[src/rtl/conv_keyin.sv]
// conv_keyin: keypad-to-fixed-point converter.
// Collects up to three integer digits and three fractional digits from a
// strobed keypad, then right-pads the fraction to thousandths before
// flagging the value as complete.
module conv_keyin (
    input  logic       CLK,
    input  logic       RST,
    input  logic       key_valid,
    input  logic [3:0] key_code,
    output logic [9:0] deci,
    output logic [9:0] decp,
    output logic [1:0] ni,
    output logic [1:0] nf,
    output logic       complete,
    output logic       err
);

    typedef enum logic [1:0] {
        S_INT  = 2'd0,
        S_FRAC = 2'd1,
        S_PAD  = 2'd2,
        S_DONE = 2'd3
    } state_t;

    state_t     state_reg, state_next;
    logic [9:0] deci_reg, deci_next;
    logic [9:0] decp_reg, decp_next;
    logic [1:0] ni_reg, ni_next;
    logic [1:0] nf_reg, nf_next;
    logic       complete_reg, complete_next;
    logic       err_reg, err_next;

    logic is_digit, is_dot, is_enter, is_clear;

    // x*10 + d using shift-add in 14 bits; digit limits keep the result <= 999.
    function automatic logic [9:0] mac10(input logic [9:0] x, input logic [3:0] d);
        logic [13:0] w;
        w = {4'd0, x};
        w = (w << 3) + (w << 1) + {10'd0, d};
        return w[9:0];
    endfunction

    assign is_digit = key_valid && (key_code <= 4'd9);
    assign is_dot   = key_valid && (key_code == 4'hA);
    assign is_enter = key_valid && (key_code == 4'hB);
    assign is_clear = key_valid && (key_code == 4'hC);

    assign deci     = deci_reg;
    assign decp     = decp_reg;
    assign ni       = ni_reg;
    assign nf       = nf_reg;
    assign complete = complete_reg;
    assign err      = err_reg;

    // State and datapath registers; reset wins over any key in the same cycle.
    always_ff @(posedge CLK) begin
        if (RST) begin
            state_reg    <= S_INT;
            deci_reg     <= 10'd0;
            decp_reg     <= 10'd0;
            ni_reg       <= 2'd0;
            nf_reg       <= 2'd0;
            complete_reg <= 1'b0;
            err_reg      <= 1'b0;
        end else begin
            state_reg    <= state_next;
            deci_reg     <= deci_next;
            decp_reg     <= decp_next;
            ni_reg       <= ni_next;
            nf_reg       <= nf_next;
            complete_reg <= complete_next;
            err_reg      <= err_next;
        end
    end

    // Next-state and datapath decode; clear overrides everything, undefined codes fall through.
    always_comb begin
        state_next = state_reg;
        deci_next  = deci_reg;
        decp_next  = decp_reg;
        ni_next    = ni_reg;
        nf_next    = nf_reg;
        err_next   = 1'b0;

        if (is_clear) begin
            state_next = S_INT;
            deci_next  = 10'd0;
            decp_next  = 10'd0;
            ni_next    = 2'd0;
            nf_next    = 2'd0;
        end else begin
            case (state_reg)
                S_INT: begin
                    if (is_digit) begin
                        if (ni_reg != 2'd3) begin
                            deci_next = mac10(deci_reg, key_code);
                            ni_next   = ni_reg + 2'd1;
                        end else begin
                            err_next = 1'b1;
                        end
                    end else if (is_dot) begin
                        state_next = S_FRAC;
                    end else if (is_enter) begin
                        state_next = S_PAD;
                    end
                end
                S_FRAC: begin
                    if (is_digit) begin
                        if (nf_reg != 2'd3) begin
                            decp_next = mac10(decp_reg, key_code);
                            nf_next   = nf_reg + 2'd1;
                        end else begin
                            err_next = 1'b1;
                        end
                    end else if (is_dot) begin
                        err_next = 1'b1;
                    end else if (is_enter) begin
                        state_next = S_PAD;
                    end
                end
                S_PAD: begin
                    // Keys other than clear are ignored while padding.
                    if (nf_reg != 2'd3) begin
                        decp_next = mac10(decp_reg, 4'd0);
                        nf_next   = nf_reg + 2'd1;
                    end else begin
                        state_next = S_DONE;
                    end
                end
                S_DONE: begin
                    if (is_digit) begin
                        state_next = S_INT;
                        deci_next  = {6'd0, key_code};
                        ni_next    = 2'd1;
                        decp_next  = 10'd0;
                        nf_next    = 2'd0;
                    end else if (is_dot) begin
                        state_next = S_FRAC;
                        deci_next  = 10'd0;
                        decp_next  = 10'd0;
                        ni_next    = 2'd0;
                        nf_next    = 2'd0;
                    end
                end
                default: state_next = S_INT;
            endcase
        end

        complete_next = (state_next == S_DONE);
    end

endmodule

[config.mk]
export PLATFORM = sky130hd
export DESIGN_NAME = conv_keyin
export DESIGN_NICKNAME = d
export VERILOG_FILES = /design/src/rtl/conv_keyin.sv
export SDC_FILE = /design/constraint.sdc
export NUM_CORES = 1
export LEC_CHECK = 0
export BUFFER_PORTS_ARGS = -buffer_cell sky130_fd_sc_hd__buf_4
export CORE_UTILIZATION = 30
export CTS_BUF_LIST = sky130_fd_sc_hd__clkbuf_4
export CTS_CLUSTER_SIZE = 8
export DETAILED_ROUTE_END_ITERATION = 8
export HOLD_SLACK_MARGIN = 0.02
export PLACE_DENSITY_LB_ADDON = 0.15
export SYNTH_ARGS = -nofsm -noshare
export SYNTH_HDL_FRONTEND = slang
export SYNTH_SLANG_ARGS = --single-unit
[constraint.sdc]
create_clock -name CLK -period 2.65 [get_ports CLK]
set_input_delay 0.6625 -clock CLK [delete_from_list [all_inputs] [get_ports CLK]]
set_output_delay 0.6625 -clock CLK [all_outputs]
set_load 0.01 [all_outputs]
==> summary.md <==
| Metric | Value |
|---|---|
| Crit path max fanout | `4` |
| Core area | `6940 um^2` |
| Worst vdd ir | `183 uV` |
| WL/cell | `13.5 um` |
| Crit path DAT | `2.71 ns` |
| Syn Area/Cell | `8.21 um^2` |
| Slew headroom | `0.586` |
| Status | `completed` |
| Total GRT Usage | `0.149` |
| First-pass GRT wire length | `9120 um` |
| Post-CTS Resized | `0` |
| Setup TNS | `0 ns` |
| Worst path max stage delay | `0.55 ns` |
| Initial Utilization | `0.317` |
| Mapped Nets | `304` |
| P_int | `650 uW` |
| Sequential share of the synthesized area | `0.255` |
| Die area | `7680 um^2` |
| DIE WIDTH | `87.6 um` |
| Leakage | `1.18 nW` |
| Chip Height | `87.6 um` |
| CTS tree | `done` |
| Area grow syn2layout | `19.8%` |
| Routability cong. | `0.764` |
| Vias per inst | `4.92` |
| Post-Synthesis Cells | `268` |
| Share of cells above drive strength 1 | `0.194` |
| Most frequent cells in the layout | `buf_4, nor2_1, dfxtp_1` |
| Yosys warnings | `0` |
| Cell Rows | `30` |
| Ys async rst share | `0` |
| Setup violators final | `0` |
| Diode count | `0` |
| Clk slew on worst S/H paths | `0.16 ns` |
| Hold Crit Start | `RST` |
| Port-buffer cells | `32` |
| Largest net degree at the start of global routing | `16` |
| Cell Area, Synth | `2200 um^2` |
| TritonRoute pass-1 iters | `4` |
| 1st-iter DRT viols | `67` |
| Fin. Hold Viols | `0` |
| Final core occ | `0.379` |
| Crit end category | `register` |
| Skew final | `0.00685 ns` |
| Clock Latency Late Sink | `0.33 ns` |
| H-tree depth | `1` |
| Clock share of power | `0.188` |
| CP Cell Sequence | `ha_1 -> fa_1 -> nand2b_1 -> nor2_1 -> and4bb_1 -> nand3_1 -> or4_1 -> o211ai_1` |
| GRT overflow | `0` |
| Sw frac | `0.336` |
| Post-synth EDFFs | `0` |
| RSZ-0062 raised after global routing | `no` |
| Hold crit path type | `input port to register` |
| Share of power burned in registers | `0.480` |
| Flop and latch count out of synthesis | `28` |
| Crit path time final | `2.44 ns` |
| Yosys cell types | `51` |
| FF-to-FF Start | `decp[2]` |
| Maximum Capacitance Violations | `0` |
| Critical Path Start Type | `register` |
| P_sw | `329 uW` |
| Combinational share of power | `0.332` |
| Detailed-route via count | `1993` |
| Fin crit share | `0.922` |
| Crit path kind | `register to register` |
| Critical path startpoint | `decp[2]` |
| Antenna Nets Post-Route | `0` |
| Fin nets | `346` |
| Setup repair bufs after CTS | `0` |
| Achievable Freq | `409 MHz` |
| Post-DP HPWL | `4360 um` |
| CTS hold repair buffers | `0` |
| Hold slack | `0.479 ns` |
| Required @ worst endpoint | `2.91 ns` |
| Most common cell after layout, fill and taps aside | `buf_4` |
| Vias in the first global route | `1916` |
| Root Driver | `clkbuf_4` |
| Slew @ Worst Pin | `0.621 ns` |
| Final WL | `5460 um` |
| I/O pin cnt | `33` |
| Sink Count | `28` |
| CTS Buf Count | `3` |
| P per Cell Area | `372 nW/um^2` |
| Clk buf depth | `2` |
| Max-slew violation count | `0` |
| Initial antenna violation count | `0` |
| Detailed-route DRC error count | `0` |
| Top FF cell, synth | `dfxtp_1` |
| Critical-path top delay cell | `fa_1` |
power by group through the flow:
stage          sequential (mW)  clock [mW]  combinational, mW
2_1_floorplan            0.481           0              0.212
4_1_cts                  0.471       0.201              0.328
5_1_grt                  0.474       0.213              0.363
3_3_place_gp             0.480           0              0.326
6_report                 0.470       0.184              0.325
3_5_place_dp             0.480           0              0.326
per-stage QoR:
stage	area [um^2]	setup WS (ns)	std cells	power [mW]
finish	2640	0.206	405	0.979
global route	2640	0.0300	405	1.05
CTS	2640	0.191	405	1.00
detailed placement	2610	-0.0850	401	0.806
global placement	2610	-0.0394	401	0.806
floorplan	2200	0.112	268	0.693
path summary, 6_finish.rpt:
kind | end | slack (ns) | cells after the start
worst max-delay path | decp[9] | 0.21 | 8
worst min-delay path | state_reg[0] | 0.48 | 2
worst max register to register | decp[9] | 0.21 | 8
worst min register to register | nf[1] | 0.50 | 2
critical path, delay by kind of cell (launching register included):
family                     cells  cell delay [ns]
AOI/OAI and AO/OA              1             0.10
adders and majority gates      2             0.78
DFF                            1             0.37
and+or+nand+nor                5             1.12
logic make-up after synthesis:
logic type      after synthesis  synth area share
xor+xnor                     14            0.0557
flops                        28             0.255
mux                           2           0.00910
fa+ha+maj                    29             0.179
buf+inv                      25            0.0580
compound gates               75             0.224
simple gates                 95             0.220
synth_stat cells (2+ instances only):
library cell	n	area share
a21o_1	2	0.0068
a22oi_1	6	0.020
dfxtp_1	28	0.25
a31oi_1	7	0.020
fa_1	4	0.036
clkbuf_1	5	0.0085
a211oi_1	4	0.014
buf_2	3	0.0068
nor3_1	7	0.016
xor2_1	5	0.020
xnor2_1	9	0.036
nor4b_1	3	0.012
nor2_1	36	0.061
nand3_1	6	0.014
nand2_1	21	0.036
nor2b_1	5	0.014
inv_1	13	0.022
ha_1	25	0.14
nor3b_1	3	0.010
o221ai_1	2	0.0080
nand2b_1	2	0.0057
o21ai_0	16	0.036
a21oi_1	20	0.046
buf_6	4	0.020
o211ai_1	4	0.014
a21boi_0	2	0.0068
mux2i_1	2	0.0091
layout make-up:
type	count	area, um^2
fillers	748	4310
multi-input cells	215	1510
flip-flops and latches	28	561
repair buffers	49	368
well taps	96	120
inverters	13	48.8
clock buffers	3	22.5
clock inverters	1	3.75
metal layers:
layer,part of all wire,global-route usage,wire length [um]
met1,0.50,0.195,2710
met2,0.47,0.266,2560
met3,0.027,0.0160,146
met4,0.0073,0.0313,40
met5,0,0,0
Note: power is estimated with default switching activity, not from simulation.
